`src/rtl/afifo_burst_pkg.sv`:
```
// Shared types for the async-FIFO read-side burst consumers.
// Holds the burst FSM encoding and beat/length helpers.
package afifo_burst_pkg;

   typedef enum logic [1:0] {
      IDLE,
      WAIT_LVL,
      ADDR,
      DATA
   } state_t;

   typedef logic [7:0] aw_len_t;

   function automatic int bytes_per_beat(int dw);
      return dw / 8;
   endfunction

endpackage

```
`src/rtl/rd_skid_buf_2.sv`:
```
// Two-entry FIFO that catches the registered FIFO read data.
// Shared by the FIFO-consumer stages on the read side.
module rd_skid_buf_2 #(
   parameter int WIDTH = 64
) (
   input  logic             clk,
   input  logic             rst,
   input  logic             push,
   input  logic             pop,
   input  logic [WIDTH-1:0] din,
   output logic [WIDTH-1:0] head,
   output logic [1:0]       count
);

   logic [WIDTH-1:0] mem0;
   logic [WIDTH-1:0] mem1;
   logic             wr_ptr;
   logic             rd_ptr;

   always_ff @(posedge clk) begin
      if (rst) begin
         mem0   <= '0;
         mem1   <= '0;
         wr_ptr <= 1'b0;
         rd_ptr <= 1'b0;
         count  <= 2'd0;
      end else begin
         if (push) begin
            if (wr_ptr) mem1 <= din;
            else        mem0 <= din;
            wr_ptr <= ~wr_ptr;
         end
         if (pop) rd_ptr <= ~rd_ptr;
         count <= count + {1'b0, push} - {1'b0, pop};
      end
   end

   assign head = rd_ptr ? mem1 : mem0;

endmodule

```
`src/rtl/afifo_rd_ddr_burst_wr.sv`:
```
// Drains 64-bit words from the async FIFO read side into
// incrementing DDR write bursts, one frame per frame_start.
module afifo_rd_ddr_burst_wr
   import afifo_burst_pkg::*;
#(
   parameter int DATA_WIDTH  = 64,
   parameter int ADDR_WIDTH  = 28,
   parameter int LEVEL_WIDTH = 8,
   parameter int BURST_LEN   = 16,
   parameter int FRAME_BEATS = 76800,
   parameter logic [ADDR_WIDTH-1:0] BASE_ADDR = '0
) (
   input  logic                   rd_clk,
   input  logic                   rd_rst,
   input  logic                   frame_start,
   output logic                   frame_done,
   output logic                   busy,
   input  logic [DATA_WIDTH-1:0]  fifo_rd_data,
   input  logic                   fifo_rd_empty,
   input  logic [LEVEL_WIDTH-1:0] fifo_rd_level,
   output logic                   fifo_rd_en,
   output logic                   aw_valid,
   input  logic                   aw_ready,
   output logic [ADDR_WIDTH-1:0]  aw_addr,
   output logic [7:0]             aw_len,
   output logic                   w_valid,
   input  logic                   w_ready,
   output logic [DATA_WIDTH-1:0]  w_data,
   output logic                   w_last
);

   localparam int BYTES_PER_BEAT = bytes_per_beat(DATA_WIDTH);

   state_t                state;
   logic [ADDR_WIDTH-1:0] addr_cnt;
   logic [31:0]           remain;
   aw_len_t               cur_len;
   aw_len_t               next_len;
   aw_len_t               popped;
   aw_len_t               beat_cnt;
   logic                  inflight;
   logic [1:0]            skid_count;
   logic                  lvl_ok;
   logic                  beat;
   logic                  last_beat;

   assign next_len = (remain < 32'(BURST_LEN)) ? remain[7:0]
                                               : 8'(BURST_LEN);
   assign lvl_ok   = 32'(fifo_rd_level) >= 32'(next_len);

   // inflight covers the pop whose data lands next cycle
   assign fifo_rd_en = (state == DATA) && !fifo_rd_empty
                     && (popped < cur_len)
                     && (({1'b0, skid_count} + {2'b0, inflight}) < 3'd2);

   assign w_valid    = skid_count != 2'd0;
   assign beat       = w_valid && w_ready;
   assign w_last     = w_valid && (beat_cnt == cur_len - 8'd1);
   assign last_beat  = beat && w_last;
   assign frame_done = (state == DATA) && last_beat
                     && (remain == 32'(cur_len));
   assign busy       = state != IDLE;

   always_ff @(posedge rd_clk) begin
      if (rd_rst) begin
         state    <= IDLE;
         addr_cnt <= '0;
         remain   <= '0;
         cur_len  <= '0;
         popped   <= '0;
         beat_cnt <= '0;
         inflight <= 1'b0;
         aw_valid <= 1'b0;
         aw_addr  <= '0;
         aw_len   <= '0;
      end else begin
         inflight <= fifo_rd_en;
         unique case (state)
            IDLE: begin
               if (frame_start) begin
                  addr_cnt <= BASE_ADDR;
                  remain   <= 32'(FRAME_BEATS);
                  state    <= WAIT_LVL;
               end
            end
            WAIT_LVL: begin
               if (lvl_ok) begin
                  cur_len  <= next_len;
                  aw_addr  <= addr_cnt;
                  aw_len   <= next_len - 8'd1;
                  aw_valid <= 1'b1;
                  state    <= ADDR;
               end
            end
            ADDR: begin
               if (aw_ready) begin
                  aw_valid <= 1'b0;
                  popped   <= '0;
                  beat_cnt <= '0;
                  state    <= DATA;
               end
            end
            DATA: begin
               if (fifo_rd_en) popped <= popped + 8'd1;
               if (beat) beat_cnt <= beat_cnt + 8'd1;
               if (last_beat) begin
                  addr_cnt <= addr_cnt
                            + ADDR_WIDTH'(32'(cur_len) * BYTES_PER_BEAT);
                  remain   <= remain - 32'(cur_len);
                  state    <= (remain == 32'(cur_len)) ? IDLE : WAIT_LVL;
               end
            end
            default: state <= IDLE;
         endcase
      end
   end

   rd_skid_buf_2 #(
      .WIDTH(DATA_WIDTH)
   ) u_skid (
      .clk  (rd_clk),
      .rst  (rd_rst),
      .push (inflight),
      .pop  (beat),
      .din  (fifo_rd_data),
      .head (w_data),
      .count(skid_count)
   );

endmodule
```
`config.mk`:
```
export PLATFORM = sky130hd
export DESIGN_NAME = afifo_rd_ddr_burst_wr
export DESIGN_NICKNAME = d
export VERILOG_FILES = /design/src/rtl/afifo_burst_pkg.sv /design/src/rtl/rd_skid_buf_2.sv /design/src/rtl/afifo_rd_ddr_burst_wr.sv
export SDC_FILE = /design/constraint.sdc
export NUM_CORES = 1
export LEC_CHECK = 0
export BUFFER_PORTS_ARGS = -buffer_cell sky130_fd_sc_hd__buf_2
export CORE_ASPECT_RATIO = 1.75
export CORE_MARGIN = 2
export CORE_UTILIZATION = 40
export DETAILED_ROUTE_END_ITERATION = 7
export HOLD_SLACK_MARGIN = 0.03
export MAX_ROUTING_LAYER = met4
export PLACE_DENSITY_LB_ADDON = 0.08
export SLEW_MARGIN = 10
export SYNTH_ARGS = -nofsm -noshare
export SYNTH_HDL_FRONTEND = slang
export SYNTH_SLANG_ARGS = --single-unit
```
`constraint.sdc`:
```
create_clock -name rd_clk -period 4.2 [get_ports rd_clk]
set_input_delay 0.21 -clock rd_clk [delete_from_list [all_inputs] [get_ports rd_clk]]
set_output_delay 0.21 -clock rd_clk [all_outputs]
set_load 0.03 [all_outputs]
```
# Yosys cells after proc, flatten, opt, wreduce, memory -nomap -nowiden
# Index checks and enable logic that the tools add are counted.
dict set report totals {
  register_bits 256
  word_cells 86
  input_bits 78
  output_inout_bits 106
}
dict set report op_classes {
  reduce_logical 23
  bitwise_logic 2
  add_sub_neg 9
  order_cmp 4
  n_mux 22
  n_eq_ne 11
}
# op n
set ops {}
lappend ops {{$mux 32} 2}
lappend ops {{$mux 64} 1}
lappend ops {{$pmux 32 s2} 1}
lappend ops {{$mux 28} 2}
lappend ops {{$pmux 28 s2} 1}
lappend ops {{$eq 32x8->1} 1}
lappend ops {{$lt 32x5->1 const B} 1}
lappend ops {{$mux 8} 4}
lappend ops {{$pmux 8 s2} 2}
lappend ops {{$sub 32x8->32} 1}
lappend ops {{$add 28x11->28} 1}
lappend ops {{$add 8x1->8 const B} 2}
lappend ops {{$sub 8x1->8 const B} 2}
lappend ops {{$ne 2x2->1 const B} 6}
lappend ops {{$reduce_and 3->1} 4}
lappend ops {{$reduce_bool 2->1} 5}
lappend ops {{$eq 8x8->1} 1}
lappend ops {{$ge 8x8->1} 1}
lappend ops {{$logic_and 1x1->1} 8}
lappend ops {{$lt 8x8->1} 1}
lappend ops {{$mux 2} 4}
lappend ops {{$pmux 2 s4} 1}
lappend ops {{$reduce_and 2->1} 3}
lappend ops {{$eq 2x2->1 const B} 2}
lappend ops {{11 further kinds} 14}

# Depth between registers and ports, before layout
dict set report logic_depth {
  ltp_word 6
  ltp_mapped 16
  ltp_nobuf 14
}

# By module
# Synthesis repeated with hierarchy kept, for this count alone.
dict set report unflattened {
  cells_unflattened 1477
  hier_area_um2 11974.0
}
# mod n_inst seq_area_each_um2 cells_per_inst area_each_um2
set by_module_without_submodules {}
lappend by_module_without_submodules {afifo_rd_ddr_burst_wr 1 2362.3 832 6665.1}
lappend by_module_without_submodules {rd_skid_buf_2 1 2642.5 645 5308.8}

# Least setup slack after synthesis
# No wires, ideal clock.
dict set report synth_path {
  path_kind {register -> register}
  start {register remain[8]}
  end {register cur_len[1]}
  stages_incl_launch_ff 16
  path_buffers 3
  arrival_ns 4.161
  required_ns 4.130
  period_less_slack_ns 4.231
  setup_ns 0.070
  setup_slack_ns -0.031
  path_cell_list {dfxtp_1 > or4_4 > or4_4 > or3_4 > nor4_4 > buf_2 > nand2_1 > ha_1 > a31oi_1 > or3_1 > a31oi_1 > and2_1 > clkbuf_1 > clkbuf_1 > nand3_1 > a21oi_1}
}
dict set report synth_between {
  elab_chain_cells 4
}
# item line
set synth_rtl {}
lappend synth_rtl {{start, declared} afifo_rd_ddr_burst_wr.sv:36} ;# logic [31:0] remain;
lappend synth_rtl {{start signal, assigned} afifo_rd_ddr_burst_wr.sv:82} ;# remain <= 32'(FRAME_BEATS);
lappend synth_rtl {{start signal, assigned} afifo_rd_ddr_burst_wr.sv:109} ;# remain <= remain - 32'(cur_len);
lappend synth_rtl {{$lt 32x5->1 *} afifo_rd_ddr_burst_wr.sv:47} ;# assign next_len = (remain < 32'(BURST_LEN)) ? remain[7:0]
lappend synth_rtl {{$mux 8 *} afifo_rd_ddr_burst_wr.sv:47}
lappend synth_rtl {{$ge 8x8->1} afifo_rd_ddr_burst_wr.sv:49} ;# assign lvl_ok = 32'(fifo_rd_level) >= 32'(next_len);
lappend synth_rtl {{$reduce_and 2->1 (no source line)} n/a}
lappend synth_rtl {{end signal, assigned} afifo_rd_ddr_burst_wr.sv:88} ;# cur_len <= next_len;
lappend synth_rtl {{end, declared} afifo_rd_ddr_burst_wr.sv:37} ;# aw_len_t cur_len;
# Every way passes the cells marked *; elsewhere a longest branch is shown, timed or not.
# A chain may end at the register's enable or synchronous reset.

# Worst setup path after layout
dict set report layout_path {
  start {register remain[8]}
  end {register cur_len[4]}
}
# Same word-level chain as after synthesis.

==> qor.csv <==
metric;value;unit
antenna_found_initial;1;
die-width;133;um
ys.flop_type;dfxtp_1;
syn_avg_cell_area;8.17;um^2
place_area;0.0131;mm^2
yosysTopAreaCell;dfxtp_1;
gp_congestion;0.845;
synthTopCellsByArea;dfxtp_1 43%, nand2_1 12%, a21oi_1 9.6%;
grt-busiest-layer;met2;
cts_made_buffers;26;
end_kind;flip-flop;
worst_r2r_startpoint;remain[8];
powerDensity;415;mW/mm^2
rows;82;
die-height;230;um
period_needed;4.03;ns
setup_violations;0;
critPathArrivalTime;4.47;ns
cts_tree;done;
layout_common_cells;358 x nand2_1, 249 x dfxtp_1, 225 x a21oi_1;
required;4.64;ns
die_area;0.0307;mm^2
relSlewSlack;0.282;
dr.first_iter.drc_count;515;
power;0.00611;W
cts_buffer_depth;3;
post-route-cell-area;0.0147;mm^2
met3_usage;0.0270;
grt_max_degree;107;
fin_ws;0.170;ns
cts.clk_slew.worst_paths;0.06;ns
slew_violations;0;
yosysUniqueCellTypes;66;
ir_drop;0.000294;V
fin_crit_sh;0.959;
clock_sinks;250;
use_met1;0.243;
hold_class;in -> reg;
postRouteAntennaNets;0;
drtPass1Iterations;5;
insertion_delay;0.54;ns
postLayoutCoreUtil;0.512;
synthCells;1434;
initial_core_util;0.408;
routed_wl;34100;um
pre_cts_ws;0.0362;ns
grt_use_met2;0.405;
yosysWarnings;0;
io_buffer_count;180;
ys_ff_latch;250;
max-cap-violations;0;
num_io_pins;184;
wire_per_inst;16.5;um
skew;0.0130;ns
grt_overflow_total;0;
path_max_fanout;9;
grt_pass1_vias;10623;
rsz0062_at_grt;false;
ys_seq_area_frac;0.427;
grt_usage;0.222;
synth-edff-count;0;
leakagePower;5.80;nW
nets;1785;
hp-start;aw_ready;
layout_commonest_cell;nand2_1;
root_buffer;clkbuf_16;
startpoint;remain[8];
status;completed;
yosys.area.top_type_share;0.427;
max_clock_freq;0.248;GHz
critPathKind;reg -> reg;
core-area;0.0287;mm^2
vias_per_cell;5.26;
critPathLaunchType;flip-flop;
async_flop_share;0;
synthesis.area;0.0117;mm^2
grt_pass1_wl;54400;um
drc_errors;0;
worst_slew_pin_slew;1.08;ns
r2r_slack;0.17;ns
final_layout_size_suffix_gt1_frac;0.214;
via_count;10835;
syn2layout_area_growth;25.5;%
htreeDepth;1;
finalHoldViolCount;0;
post-dp-hpwl;22800;um
n_fill_cell;2813;
power by group:
part / total (W) / internal [W] / switching, W
clock network: 0.00241 / 0.00144 / 0.000970
logic: 0.00119 / 0.000497 / 0.000695
registers: 0.00250 / 0.00242 / 0.0000756
total: 0.00611 / 0.00437 / 0.00174
cell usage after synthesis, drive strengths merged, types with 23 or more instances:
master  count
nand2     360
nand3      32
dfxtp     250
ha         42
o31ai      23
mux2       64
inv        34
clkbuf     67
or3        28
nor2       45
a21oi     225
o21ai      34
or4        34
final timing paths:
kind                endpoint  cells past startpoint
max reg2reg       cur_len[4]                     15
max               cur_len[4]                     15
min reg2reg  u_skid.mem0[52]                      2
min                 aw_valid                      4
logic make-up after synthesis:
logic type	share of synthesized area
simple gates	0.223
compound gates	0.166
flops	0.427
buf+inv	0.0416
mux	0.0692
fa+ha+maj	0.0483
xor+xnor	0.0232
other cells	0.000641
metal layers:
metal | vias to the layer above | wire (um)
met5 | - | 0
met4 | 0 | 1330
met3 | 67 | 1260
met2 | 221 | 17700
met1 | 5116 | 13800
li1 | 5431 | -
timing repair:
| item | 4_1_cts | 5_1_grt |
|---|---|---|
| setup endpoints to repair | 0 | 44 |
| resized for setup | 0 | 9 |
| hold buffers | 64 | 0 |
| buffers inserted | 0 | 1 |
| hold endpoints to repair | 128 | 0 |
cell type report:
class                   instances  area [um^2]  share of cell area
inverters                      35          131             0.00894
clock buffers                  37          763              0.0519
multi-input cells            1066         6290               0.428
repair buffers                284         1910               0.130
clock inverters                 9          126             0.00860
flip-flops and latches        250         5010               0.341
diodes                          1         2.50            0.000170
well taps                     378          473              0.0322
per-stage QoR:
| step | hold WS (ns) | setup TNS, ns | cells |
|---|---|---|---|
| 3_5_place_dp | 0.444 | 0 | 1947 |
| 4_1_cts | 0.0742 | 0 | 2057 |
| 6_report | 0.0870 | 0 | 2060 |
| 3_3_place_gp | 0.437 | 0 | 1947 |
| 5_1_grt | 0.100 | 0 | 2060 |
| 2_1_floorplan | 0.346 | -0.213 | 1438 |
registers in the layout, summed over array words and instances, names as in the netlist, 8 cells and up:
signal / cells
cur_len: 8
beat_cnt: 8
popped: 8
addr_cnt: 25
remain: 32
aw_len: 8
u_skid.mem1: 64
u_skid.mem0: 64
aw_addr: 25
critical path, stage by stage (launching register included):
cell	delay, ns
dfxtp_1	0.31
or4_4	0.53
or4_4	0.54
or3_4	0.39
nor4_4	0.23
buf_6	0.17
nand2_2	0.08
ha_4	0.30
a211o_1	0.11
a31oi_1	0.04
or3_4	0.41
a31oi_4	0.19
and2_4	0.22
buf_4	0.17
nor2_1	0.05
a211oi_1	0.20
(Power assumes the default switching activity.)
